### src/rtl/draw_sequencer_pkg.sv
// Shared definitions for the draw sequencer: state encoding, pixel widths,
// default parameters and the mask search helper.
package draw_sequencer_pkg;

  localparam int NUM_SRC_DEF = 4;
  localparam int TIMEOUT_DEF = 65536;
  localparam int X_W         = 9;
  localparam int Y_W         = 8;
  localparam int C_W         = 12;
  localparam int WD_W        = 17;

  typedef enum logic [2:0] {
    IDLE,
    ISSUE,
    WAIT_DONE,
    ADVANCE,
    FINISH
  } state_e;

  // Returns {found, index} of the lowest set mask bit at or above 'from'.
  function automatic logic [2:0] find_set(input logic [3:0] mask, input logic [2:0] from);
    logic [2:0] res;
    res = 3'b000;
    for (int i = 3; i >= 0; i--) begin
      if (mask[i] && (3'(i) >= from)) res = {1'b1, 2'(i)};
    end
    return res;
  endfunction

endpackage

### src/rtl/draw_watchdog.sv
// Per-source watchdog: restarts on clear, counts up once per cycle and
// saturates at TIMEOUT-1, where it reports expiry.
module draw_watchdog
  import draw_sequencer_pkg::*;
#(
  parameter int TIMEOUT = TIMEOUT_DEF
) (
  input  logic clk,
  input  logic reset,
  input  logic clear,
  output logic expired
);

  localparam logic [WD_W-1:0] LIMIT = WD_W'(TIMEOUT - 1);

  logic [WD_W-1:0] count_q, count_d;

  // NOTE: combinational blocks assign every output a default first, so no
  // path through the block leaves a value unassigned and no latch is inferred.
  always_comb begin
    count_d = count_q;
    if (clear)                count_d = '0;
    else if (count_q != LIMIT) count_d = count_q + 1'b1;
  end

  // NOTE: state registers use non-blocking assignments so every flop samples
  // the pre-edge values regardless of block evaluation order.
  always_ff @(posedge clk or posedge reset) begin
    if (reset) count_q <= '0;
    else       count_q <= count_d;
  end

  assign expired = (count_q == LIMIT);

endmodule

### src/rtl/draw_sequencer.sv
// Frame draw sequencer: starts each selected source in ascending order, waits
// for its done pulse (or a watchdog expiry) and muxes its pixels to the VGA.
module draw_sequencer
  import draw_sequencer_pkg::*;
#(
  parameter int NUM_SRC = NUM_SRC_DEF,
  parameter int TIMEOUT = TIMEOUT_DEF
) (
  input  logic                   clk,
  input  logic                   reset,
  input  logic                   frame_req,
  input  logic [NUM_SRC-1:0]     src_mask,
  output logic [NUM_SRC-1:0]     enable_draw,
  input  logic [NUM_SRC-1:0]     src_done,
  input  logic [NUM_SRC*X_W-1:0] src_x,
  input  logic [NUM_SRC*Y_W-1:0] src_y,
  input  logic [NUM_SRC*C_W-1:0] src_color,
  input  logic [NUM_SRC-1:0]     src_we,
  output logic [X_W-1:0]         X_out,
  output logic [Y_W-1:0]         Y_out,
  output logic [C_W-1:0]         Color_out,
  output logic                   writeEn_out,
  output logic                   frame_busy,
  output logic                   frame_done,
  output logic                   timeout_err
);

  state_e               state_q, state_d;
  logic [NUM_SRC-1:0]   mask_q, mask_d;
  logic [1:0]           idx_q, idx_d;
  logic                 pending_q, pending_d;
  logic [NUM_SRC-1:0]   enable_draw_q, enable_draw_d;
  logic                 frame_busy_q, frame_busy_d;
  logic                 frame_done_q, frame_done_d;
  logic                 timeout_err_q, timeout_err_d;
  logic [X_W-1:0]       x_q, x_d;
  logic [Y_W-1:0]       y_q, y_d;
  logic [C_W-1:0]       color_q, color_d;
  logic                 we_q, we_d;
  logic                 wd_clear, wd_expired;
  logic [2:0]           nxt;

  draw_watchdog #(.TIMEOUT(TIMEOUT)) u_watchdog (
    .clk     (clk),
    .reset   (reset),
    .clear   (wd_clear),
    .expired (wd_expired)
  );

  always_comb begin
    state_d       = state_q;
    mask_d        = mask_q;
    idx_d         = idx_q;
    pending_d     = pending_q;
    enable_draw_d = '0;
    frame_busy_d  = (state_q != IDLE);
    frame_done_d  = 1'b0;
    timeout_err_d = timeout_err_q;
    x_d           = x_q;
    y_d           = y_q;
    color_d       = color_q;
    we_d          = 1'b0;
    wd_clear      = 1'b0;
    nxt           = '0;

    // One-deep request queue; a second request while one is pending is lost.
    if (frame_req && (state_q != IDLE)) pending_d = 1'b1;

    case (state_q)
      IDLE: begin
        if (frame_req || pending_q) begin
          mask_d    = src_mask;
          pending_d = 1'b0;
          nxt       = find_set(src_mask, 3'd0);
          idx_d     = nxt[1:0];
          state_d   = nxt[2] ? ISSUE : FINISH;
        end
      end
      ISSUE: begin
        enable_draw_d[idx_q] = 1'b1;
        wd_clear             = 1'b1;
        state_d              = WAIT_DONE;
      end
      WAIT_DONE: begin
        if (src_we[idx_q]) begin
          we_d    = 1'b1;
          x_d     = src_x[int'(idx_q)*X_W +: X_W];
          y_d     = src_y[int'(idx_q)*Y_W +: Y_W];
          color_d = src_color[int'(idx_q)*C_W +: C_W];
        end
        // A done arriving together with expiry wins and raises no error.
        if (src_done[idx_q]) begin
          state_d = ADVANCE;
        end else if (wd_expired) begin
          state_d       = ADVANCE;
          timeout_err_d = 1'b1;
        end
      end
      ADVANCE: begin
        nxt = find_set(mask_q, {1'b0, idx_q} + 3'd1);
        if (nxt[2]) begin
          idx_d   = nxt[1:0];
          state_d = ISSUE;
        end else begin
          state_d = FINISH;
        end
      end
      FINISH: begin
        frame_done_d = 1'b1;
        state_d      = IDLE;
      end
      default: state_d = IDLE;
    endcase
  end

  always_ff @(posedge clk or posedge reset) begin
    if (reset) begin
      state_q       <= IDLE;
      mask_q        <= '0;
      idx_q         <= '0;
      pending_q     <= 1'b0;
      enable_draw_q <= '0;
      frame_busy_q  <= 1'b0;
      frame_done_q  <= 1'b0;
      timeout_err_q <= 1'b0;
      x_q           <= '0;
      y_q           <= '0;
      color_q       <= '0;
      we_q          <= 1'b0;
    end else begin
      state_q       <= state_d;
      mask_q        <= mask_d;
      idx_q         <= idx_d;
      pending_q     <= pending_d;
      enable_draw_q <= enable_draw_d;
      frame_busy_q  <= frame_busy_d;
      frame_done_q  <= frame_done_d;
      timeout_err_q <= timeout_err_d;
      x_q           <= x_d;
      y_q           <= y_d;
      color_q       <= color_d;
      we_q          <= we_d;
    end
  end

  // Control outputs come straight from flops so sources see clean pulses.
  assign enable_draw = enable_draw_q;
  assign frame_busy  = frame_busy_q;
  assign frame_done  = frame_done_q;
  assign timeout_err = timeout_err_q;
  assign X_out       = x_q;
  assign Y_out       = y_q;
  assign Color_out   = color_q;
  assign writeEn_out = we_q;

endmodule

### config.mk
export PLATFORM = sky130hd
export DESIGN_NAME = draw_sequencer
export DESIGN_NICKNAME = d
export VERILOG_FILES = /design/src/rtl/draw_sequencer_pkg.sv /design/src/rtl/draw_watchdog.sv /design/src/rtl/draw_sequencer.sv
export SDC_FILE = /design/constraint.sdc
export NUM_CORES = 1
export LEC_CHECK = 0
export BUFFER_PORTS_ARGS = -buffer_cell sky130_fd_sc_hd__buf_2
export CAP_MARGIN = 10
export CORE_MARGIN = 2
export CORE_UTILIZATION = 47
export CTS_CLUSTER_SIZE = 16
export DETAILED_ROUTE_END_ITERATION = 10
export PLACE_DENSITY = 0.84
export SETUP_SLACK_MARGIN = 0.15
export SLEW_MARGIN = 10
export SYNTH_ARGS = -nofsm -noshare
export SYNTH_HDL_FRONTEND = slang
export SYNTH_HIERARCHICAL = 1
export SYNTH_SLANG_ARGS = --single-unit
export TNS_END_PERCENT = 30
### constraint.sdc
create_clock -name clk -period 2.9 [get_ports clk]
set_input_delay 0.87 -clock clk [delete_from_list [all_inputs] [get_ports clk]]
set_output_delay 0.87 -clock clk [all_outputs]
set_load 0.01 [all_outputs]
==> metrics.txt, run 1 <==
status=finished, final reports clean; Pwr Total=4.354 mW; sequential fraction of the synthesis area=44.29%; number of synthesized register bits=63; Layout Cells excl Fill=538; Via density=5.480; mapped cell area=3560 µm²; Initial Util=48.82%; setup TNS=0 ns; largest net degree at the start of global routing=41; DRC=0; Worst setup SP type=flop; first-pass GRT wire length=14.72 mm; switch share=34.71%; Die Ht=91.03 µm; post-synthesis simple-gate area fraction=12.37%; Fmax=399.0 MHz; WP data arrival=2.72 ns; clock skew=0.007093 ns; GP Congestion=0.8697; layout cells sized above 1=59.45%; Pleak=2.221 nW; Congestion Overflow GR=0; ANT cells=0; met2 usage=40.62%; min-delay src=timeout_err; TritonCTS clock tree=done; Post-DRT Antenna Nets=0; met3 Resource Use GR=6.141%; number of synthesized flops with an enable pin=0; vias in the first global route=3100; Crit Path Class=reg -> reg; routed len/inst=16.90 µm; GRT Util Overall=22.67%; met1 GRT Util=25.21%; Final Core Density=63.88%; Slew HR=55.64%; largest area contributor in the netlist=dfrtp_1; Num CTS Buffers=9; Cells after DPL=523; Min Hold Slack=0.4855 ns; final hold vios=0; largest family of logic cells by synthesized area=multiplexers; yosys warns=6; worst-margin pin slew=0.6646 ns; cell chosen for the clock root=clkbuf_8; first-pass iteration count of the detailed router=4; Die Span X=91.03 µm; CTS Sinks=63; post-synthesis xor/xnor area fraction=2.953%; clock-pin transition on the worst setup and hold timing paths=0.07 ns; Setup crit end kind=flop; Fill cells=562; Die Area=8286 µm²; max-cap check violation count=0; adder-cell share of the synthesized area=0.7030%; vias post-DR=2948; Core ar.=7292 µm²; sequential share of power=33.0%; Post-CTS Hold Buffers=0; Longest Clk Path Bufs=2; top-level port count=168; Syn Inst Count=270; Layout area overhead=30.86%; PwrDens=934.8 nW/µm²; Synth top area share=44.29%; critical path peak fanout=11; Critical path origin=u_watchdog/count_q[0]; R2R Path Start=u_watchdog/count_q[0]; mux share of post-synthesis cell area=30.09%; Slew Limit Fails=0; Max IR drop VDD=548.9 µV; Primary FF master, synth=dfrtp_1; placed wire-length estimate=7.018 mm; Iter 0 DRT Violations=105; Top Usage Layer GRT=met2; final wirelength=9.093 mm; htree depth=3; Nets=568; Worst R2R Setup Slack=0.39 ns; combinational share of power=47.0%; Mean Syn Cell Area=13.18 µm²; port buffer count=167; Min-Delay Path Class=reg -> reg; crit path time final=2.506 ns; post-CTS setup buffer count=0; Setup violations, final=0; Crit path required time=3.12 ns; Post-Syn Nets=403; Post-synth top cells=dfrtp_1, mux2_2, mux4_2; ys async rst share=100.0%; clock power share=19.9%; switching power=1.511 mW; Worst-Skew Late Latency=0.33 ns; synth unique cells=48; count leader, synth=dfrtp_1; RSZ-0062 raised after global routing=no; final worst-path cycle share=86.43%; Int Pwr=2.843 mW; compound-cell area share of the yosys netlist=4.112%; dominant cells by area after synthesis=dfrtp_1, mux4_2, mux2_2; num rows=31; initial antenna violation count=0
-- cell families (layout without fill, tap and decap cells) --
kind of cell | Yosys count | count (layout)
mux | 65 | 65
fa+ha+maj | 2 | 2
buf+inv | 28 | 197
compound gates | 24 | 24
simple gates | 76 | 76
flops | 63 | 63
xor+xnor | 12 | 12
-- power groups by stage --
stage | clock, mW | combinational [mW] | sequential (mW)
after floorplan | 0 | 1.47 | 1.51
after global placement | 0 | 1.99 | 1.43
after detailed placement | 0 | 2.06 | 1.45
after CTS | 0.885 | 2.07 | 1.44
after global routing | 0.929 | 2.22 | 1.49
final | 0.867 | 2.05 | 1.44
-- through the flow --
step / instance area, µm² / worst slack [ns]
after floorplan: 3560 / 0.6325
after global placement: 4425 / 0.4931
after detailed placement: 4425 / 0.3647
after CTS: 4656 / 0.3555
after global routing: 4658 / 0.1137
final: 4658 / 0.3935
-- per-layer routing --
| layer | part of all wire, % | wire, µm | up-vias |
|---|---|---|---|
| met1 | 38 | 3445 | 1471 |
| met5 | 0 | 0 | - |
| li1 | - | - | 1338 |
| met2 | 53 | 4790 | 120 |
| met4 | 2.2 | 199 | 0 |
| met3 | 7.2 | 657 | 19 |
-- registers in the layout (all words and copies together), names as in the netlist, 2 cells and up --
signal,cells
u_watchdog/count_q,17
Color_out,12
X_out,9
Y_out,8
enable_draw,4
mask_q,3
state_q,3
idx_q,2
-- timing repair --
item | CTS | global route
hold endpoints to repair | 0 | 0
resized for setup | 0 | 1
setup endpoints to repair | 0 | 1
-- critical path: stages, from the launching register on --
cell and delay (ns):
dfrtp_1 0.40, ha_1 0.18, nand3_1 0.21, nor4_1 0.35
ha_2 0.35, nor2b_4 0.29, nor3_1 0.13, nand4_1 0.13
mux2_2 0.34
-- placed cells by master, fill, tap and decap left out, types with 2 or more instances in the layout --
cell	count
buf_2	167
dfrtp_1	62
mux2_2	31
mux4_2	30
nor2_1	26
clkbuf_8	12
xnor2_1	10
nand2_1	9
o21ai_0	9
a21oi_1	8
inv_1	7
buf_4	6
or3_1	4
nor3_1	4
nor2b_1	3
nor3b_1	3
nand3_1	3
nor4b_1	3
nand4_1	3
nor4_1	3
mux2i_1	2
nand4b_1	2
bufinv_16	2
xor2_1	2
-- area by class of cell --
cell class / count / area (µm²) / share of cell area, %
multi-input combinational: 179 / 1795 / 38.54
sequential: 63 / 1578 / 33.87
timing repair buffer: 174 / 900.9 / 19.34
clock buffer: 12 / 165.2 / 3.546
clock inverter: 3 / 65.06 / 1.397
inverter: 8 / 30.03 / 0.6446
tap: 99 / 123.9 / 2.659
-- final timing paths --
kind	end	cells past startpoint
worst max-delay path	u_watchdog/count_q[14]	8
worst max register to register	u_watchdog/count_q[14]	8
min in group asynchronous	frame_busy	2
max in group asynchronous	Color_out[4]	3
worst min register to register	timeout_err	1
worst min-delay path	timeout_err	1
(Power assumes the default switching activity.)
==> inputs of run 2 (changes only) <==
MAX_ROUTING_LAYER = met4   (was not set)
REMOVE_ABC_BUFFERS = 1   (was not set)
==> run 2 against run 1 <==
  * Hold slack better by 0.016 ns
  * Count of clock-buffer cells in the layout decreased by 1
  * First-iteration DRC count up 74%
  * Non-clock buffer count rose by 1
  * Sequential share of layout area is 0.17 points higher
  * Worst setup slack improved by 0.0034 ns
  * Sequential power about the same
  * Maximum frequency is 0.14% higher
  * Combinational power barely moved
  * Utilization shrank 0.33 points
  * Final cell count is 0.19% higher
  * Clock skew rose by 0.0013 ns
  * Largest power group unchanged
==> metrics.txt, run 2 (synthesized netlist as in run 1, its figures left out) <==
WP data arrival=2.72 ns (about the same); Post-DRT Antenna Nets=0 (unchanged); initial antenna violation count=0 (unchanged); cell chosen for the clock root=clkbuf_8 (unchanged); Core ar.=7292 µm² (unchanged); Initial Util=48.82% (unchanged); Fmax=399.5 MHz (was 399.0 MHz); Layout Cells excl Fill=539 (was 538); top-level port count=168 (unchanged); vias post-DR=2977 (was 2948); routed len/inst=17.36 µm (was 16.90 µm); Num CTS Buffers=9 (unchanged); Crit path depth=8 (unchanged); final worst-path cycle share=86.31% (was 86.43%); Crit path required time=3.12 ns (about the same); PnR worst setup slack=0.3969 ns (was 0.3935 ns); most frequent cells in the layout=buf_2, dfrtp_1, mux2_2 (unchanged); largest net degree at the start of global routing=31 (was 41); Longest Clk Path Bufs=2 (unchanged); GRT Util Overall=23.75% (was 22.67%); clock skew=0.008404 ns (was 0.007093 ns); Slew Limit Fails=0 (unchanged); vias in the first global route=3034 (was 3100); Post-DP Area=4420 µm² (was 4425 µm²); Crit Path Class=reg -> reg (unchanged); CP top delay family=simple AND/OR/NAND/NOR gates (unchanged); port buffer count=167 (unchanged); Congestion Overflow GR=0 (unchanged); layout cells sized above 1=59.32% (was 59.45%); Via density=5.523 (was 5.480); most common cell after layout, fill and taps aside=buf_2 (unchanged); num rows=31 (unchanged); Fill cells=544 (was 562); crit path time final=2.503 ns (was 2.506 ns); R2R Path Start=u_watchdog/count_q[0] (unchanged); final hold vios=0 (unchanged); min-delay src=Color_out[9] (was timeout_err); critical path peak fanout=11 (unchanged); Hold Path Sink=Color_out[9] (was timeout_err); GP Congestion=0.8303 (was 0.8697); Setup violations, final=0 (unchanged); Layout area overhead=30.19% (was 30.86%); Die Ht=91.03 µm (unchanged); Max IR drop VDD=397.3 µV (was 548.9 µV); Pwr Total=4.337 mW (was 4.354 mW); Post-CTS Hold Buffers=0 (unchanged); pre-CTS setup slack=0.3762 ns (was 0.3647 ns); status=finished, final reports clean (unchanged); hold depth=1 (unchanged); CP max-delay cell=dfrtp_1 (unchanged); Nets=569 (was 568); Min-Delay Path Class=reg -> reg (unchanged); TritonCTS clock tree=done (unchanged); Worst Path Buf+Inv=0 (unchanged); CTS Sinks=63 (unchanged); max reg flops=17 (unchanged); ANT cells=0 (unchanged); htree depth=3 (unchanged); RR Endpoint=u_watchdog/count_q[14] (unchanged); Setup crit end kind=flop (unchanged); Min Hold Slack=0.5017 ns (was 0.4855 ns); final wirelength=9.356 mm (was 9.093 mm); max incr delay on CP=0.41 ns (was 0.40 ns); Die Area=8286 µm² (unchanged); Final Core Density=63.56% (was 63.88%); RSZ-0062 raised after global routing=no (unchanged); Pleak=2.210 nW (was 2.221 nW); setup TNS=0 ns (unchanged); Slew HR=57.54% (was 55.64%); Worst setup SP type=flop (unchanged); DRC=0 (unchanged); first-pass GRT wire length=15.03 mm (was 14.72 mm); Worst-Skew Late Latency=0.33 ns (about the same); Iter 0 DRT Violations=183 (was 105); CP Cell Sequence=ha_1 > nand3_1 > nor4_1 > ha_2 > nor2b_4 > nor3_1 > nand4_1 > mux2_2 (unchanged); clock-pin transition on the worst setup and hold timing paths=0.07 ns (about the same); most flop-heavy register=u_watchdog/count_q (unchanged); first-pass iteration count of the detailed router=4 (unchanged); Cells after DPL=524 (was 523); max-cap check violation count=0 (unchanged); Worst R2R Path Depth=8 (unchanged); placed wire-length estimate=7.201 mm (was 7.018 mm); fin area=4634 µm² (was 4658 µm²); Worst R2R Setup Slack=0.40 ns (was 0.39 ns); PwrDens=935.8 nW/µm² (was 934.8 nW/µm²); worst-margin pin slew=0.6362 ns (was 0.6646 ns); Die Span X=91.03 µm (unchanged)
==> run 2: cell count changes in the layout (fill, tap and decap cells not counted) <==
cell      change
clkbuf_8      -2
buf_4         +2
buf_12        -1
clkbuf_1      +1
clkinv_2      +1
==> run 2: final cells by class <==
type | instances | area (µm²) | share of cell area (%)
clock buffers | 11 | 141.4 | 3.051
clock inverters | 4 | 70.07 | 1.512
inverters | 8 | 30.03 | 0.6479
multi-input cells | 179 | 1795 | 38.74
flip-flops and latches | 63 | 1578 | 34.04
well taps | 99 | 123.9 | 2.673
repair buffers | 175 | 895.9 | 19.33
==> run 2: how the worst max path moves through the flow <==
stage / start / slack (ns) / endpoint
2_1_floorplan: state_q[1] / -0.17 / u_watchdog/count_q[13]
3_3_place_gp: u_watchdog/count_q[0] / 0.51 / u_watchdog/count_q[14]
3_5_place_dp: u_watchdog/count_q[0] / 0.38 / u_watchdog/count_q[14]
4_1_cts: u_watchdog/count_q[0] / 0.33 / u_watchdog/count_q[14]
5_1_grt: u_watchdog/count_q[0] / 0.20 / u_watchdog/count_q[14]
6_report: u_watchdog/count_q[0] / 0.40 / u_watchdog/count_q[14]
==> run 2: routing by layer <==
metal,vias to the layer above,part of all wire (%),track usage [%]
met5,-,0,-
met2,131,53,40.62
li1,1342,-,-
met3,24,7.2,6.556
met1,1480,37,25.92
met4,0,2.7,10.48
==> run 2: power breakdown <==
part	switching, mW	internal (mW)
Combinational	0.978	1.07
Sequential	0.248	1.22
Clock	0.321	0.500
Total	1.55	2.79
==> run 2: worst register-to-register path: cells and delay by family (launching register included) <==
| kind | cells | cell delay, ns |
|---|---|---|
| AND/OR/NAND/NOR | 5 | 1.10 |
| adder cells (fa/ha/maj) | 2 | 0.55 |
| multiplexers | 1 | 0.33 |
| flip-flops | 1 | 0.41 |
==> run 2: repair_timing <==
item	4_1_cts	5_1_grt
hold endpoints to repair	0	0
endpoints found under the setup margin	0	1
buffers inserted	0	0
gates resized for setup	0	1
==> inputs of run 3 (changes only) <==
CORE_UTILIZATION = 46   (was 47)
PLACE_DENSITY = 0.83   (was 0.84)
SYNTH_HIERARCHICAL = not set   (was 1)
==> run 3 against run 2 <==
  * Non-clock buffer count fell by 2
  * Critical path depth rose by 1
  * Final area fell by 1.2%
  * Synthesized area fell by 3.7%
  * Worst setup slack improved by 0.042 ns
  * Synthesized cell count fell by 3.0%
  * Sequential power barely moved
  * Critical endpoint is now u_watchdog.count_q[15]
  * Largest cell class unchanged
  * Largest power group unchanged
==> metrics.txt, run 3 <==
PwrDens=913.9 nW/µm² (was 935.8 nW/µm²); Post-CTS Hold Buffers=0 (unchanged); most frequent cells in the layout=buf_2, dfrtp_1, mux4_2, mux2_2, nor2_1 (was buf_2, dfrtp_1, mux2_2); Nets=562 (was 569); Critical path origin=u_watchdog.count_q[0] (was u_watchdog/count_q[0]); Crit path required time=3.16 ns (was 3.12 ns); dominant cells by area after synthesis=dfrtp_1, mux4_2, mux2_2 (unchanged); pre-CTS setup slack=0.4364 ns (was 0.3762 ns); Via density=5.331 (was 5.523); Syn Inst Count=262 (was 270); largest area contributor in the netlist=dfrtp_1 (unchanged); cell chosen for the clock root=clkbuf_8 (unchanged); critical path peak fanout=6 (was 11); num rows=31 (unchanged); post-CTS setup buffer count=0 (unchanged); final hold vios=0 (unchanged); Slew HR=56.03% (was 57.54%); routed len/inst=16.44 µm (was 17.36 µm); htree depth=3 (unchanged); Die Span X=90.33 µm (was 91.03 µm); Num CTS Buffers=9 (unchanged); RSZ-0062 raised after global routing=no (unchanged); final worst-path cycle share=84.88% (was 86.31%); mapped cell area=3428 µm² (was 3560 µm²); yosys warns=0 (was 6); initial antenna violation count=0 (unchanged); clock power share=18.1% (was 18.9%); vias in the first global route=2988 (was 3034); crit path time final=2.462 ns (was 2.503 ns); Synth top area share=45.99% (was 44.29%); sequential share of power=34.6% (was 33.8%); CTS Sinks=63 (unchanged); Slew Limit Fails=0 (unchanged); layout cells sized above 1=59.58% (was 59.32%); setup TNS=0 ns (unchanged); Setup violations, final=0 (unchanged); DRC=0 (unchanged); Crit Path Class=reg -> reg (unchanged); Initial Util=47.27% (was 48.82%); number of synthesized register bits=63 (unchanged); sequential fraction of the synthesis area=45.99% (was 44.29%); Setup crit end kind=flop (unchanged); top-level port count=168 (unchanged); ANT cells=0 (unchanged); Core ar.=7253 µm² (was 7292 µm²); final wirelength=8.746 mm (was 9.356 mm); placed wire-length estimate=6.855 mm (was 7.201 mm); clock-pin transition on the worst setup and hold timing paths=0.07 ns (about the same); first-pass GRT wire length=14.27 mm (was 15.03 mm); CTS-repair resized insts=0 (unchanged); PnR worst setup slack=0.4385 ns (was 0.3969 ns); number of synthesized flops with an enable pin=0 (unchanged); GP Congestion=0.7913 (was 0.8303); Congestion Overflow GR=0 (unchanged); Final Core Density=63.10% (was 63.56%); Int Pwr=2.714 mW (was 2.789 mW); Fmax=406.3 MHz (was 399.5 MHz); most common cell after layout, fill and taps aside=buf_2 (unchanged); R2R Path Start=u_watchdog.count_q[0] (was u_watchdog/count_q[0]); port buffer count=167 (unchanged); Die Ht=90.33 µm (was 91.03 µm); WP data arrival=2.72 ns (about the same); first-pass iteration count of the detailed router=5 (was 4); Post-synth top cells=dfrtp_1, mux2_2, mux4_2 (unchanged); Iter 0 DRT Violations=145 (was 183); Die Area=8160 µm² (was 8286 µm²); Longest Clk Path Bufs=2 (unchanged); largest net degree at the start of global routing=40 (was 31); Worst-Skew Late Latency=0.34 ns (was 0.33 ns); vias post-DR=2836 (was 2977); GRT Util Overall=23.09% (was 23.75%); TritonCTS clock tree=done (unchanged); Worst setup SP type=flop (unchanged); Max IR drop VDD=621.9 µV (was 397.3 µV); synth unique cells=45 (was 48); Mean Syn Cell Area=13.09 µm² (was 13.18 µm²); Pleak=2.206 nW (was 2.210 nW); most flop-heavy register=u_watchdog.count_q (was u_watchdog/count_q); max reg flops=17 (unchanged); Post-DRT Antenna Nets=0 (unchanged); max-cap check violation count=0 (unchanged); combinational share of power=47.3% (about the same); Pwr Total=4.183 mW (was 4.337 mW); Min-Delay Path Class=reg -> reg (unchanged); clock skew=0.009392 ns (was 0.008404 ns); ys async rst share=100.0% (unchanged); Layout area overhead=33.50% (was 30.19%); switch share=35.11% (was 35.68%); min-delay src=timeout_err (was Color_out[9]); status=finished, final reports clean (unchanged); worst-margin pin slew=0.6596 ns (was 0.6362 ns); count leader, synth=dfrtp_1 (unchanged); Primary FF master, synth=dfrtp_1 (unchanged); switching power=1.468 mW (was 1.548 mW)
==> run 3: cell types whose count changed in the layout (fill, tap and decap cells not counted), sizes merged, moves of 3 or more <==
cell / delta
o21ai: -4
xnor2: -7
xor2: +5
nor4b: -3
==> run 3: path summary, 6_finish.rpt <==
kind | endpoint | slack (ns) | cells past startpoint
max | u_watchdog.count_q[15] | 0.44 | 9
min | timeout_err | 0.46 | 1
max reg2reg | u_watchdog.count_q[15] | 0.44 | 9
min reg2reg | timeout_err | 0.46 | 1
max in group asynchronous | u_watchdog.count_q[3] | 1.71 | 3
min in group asynchronous | enable_draw[0] | 0.58 | 2
==> run 3: critical path: stages, from the launching register on <==
cell	delay, ns
dfrtp_1	0.40
ha_1	0.22
inv_1	0.06
nor4_1	0.06
and3_1	0.18
ha_1	0.20
and3b_2	0.30
or4b_4	0.49
or3_1	0.33
a21oi_1	0.15
==> run 3: logic make-up (layout without fill, tap and decap cells) <==
kind of cell / count (synthesis) / after routing / share of synthesized area, %
and+or+nand+nor: 76 / 76 / 12.01
muxes: 65 / 65 / 31.50
DFF: 63 / 63 / 45.99
buffers and inverters: 26 / 197 / 3.394
AOI/OAI and AO/OA: 20 / 20 / 3.833
xor gates and xnor gates: 10 / 10 / 2.555
adders and majority gates: 2 / 2 / 0.7298
==> run 3: layout make-up <==
cell class | count | area (µm²)
clock buffer | 11 | 151.4
sequential | 63 | 1579
clock inverter | 4 | 45.04
multi-input combinational | 173 | 1738
fill | 600 | 2676
timing repair buffer | 173 | 905.9
inverter | 9 | 33.78
tap | 99 | 123.9
==> run 3: through the flow <==
| step | instances | hold slack [ns] | instance area [µm²] |
|---|---|---|---|
| after CTS | 532 | 0.4702 | 4577 |
| after global routing | 532 | 0.4931 | 4577 |
| after global placement | 517 | 0.4450 | 4380 |
| after detailed placement | 517 | 0.4514 | 4380 |
| after floorplan | 245 | 0.4613 | 3346 |
| final | 532 | 0.4642 | 4577 |
==> run 3: routing by layer <==
metal  global-route usage, %  wire length [µm]  part of all wire (%)  vias up
met5                       -                 0                     0        -
met4                   8.590               161                   1.8        0
met3                   6.010               515                   5.9       14
met2                   39.66              4625                    53      113
met1                   26.12              3443                    39     1398
li1                        -                 -                     -     1311
==> run 3: power by group through the flow <==
stage	Combinational, mW	Clock, mW	Sequential [mW]
2_1_floorplan	1.11	0	1.67
3_3_place_gp	1.93	0	1.44
3_5_place_dp	2.01	0	1.47
4_1_cts	2.01	0.779	1.45
5_1_grt	2.17	0.815	1.49
6_report	1.98	0.756	1.45
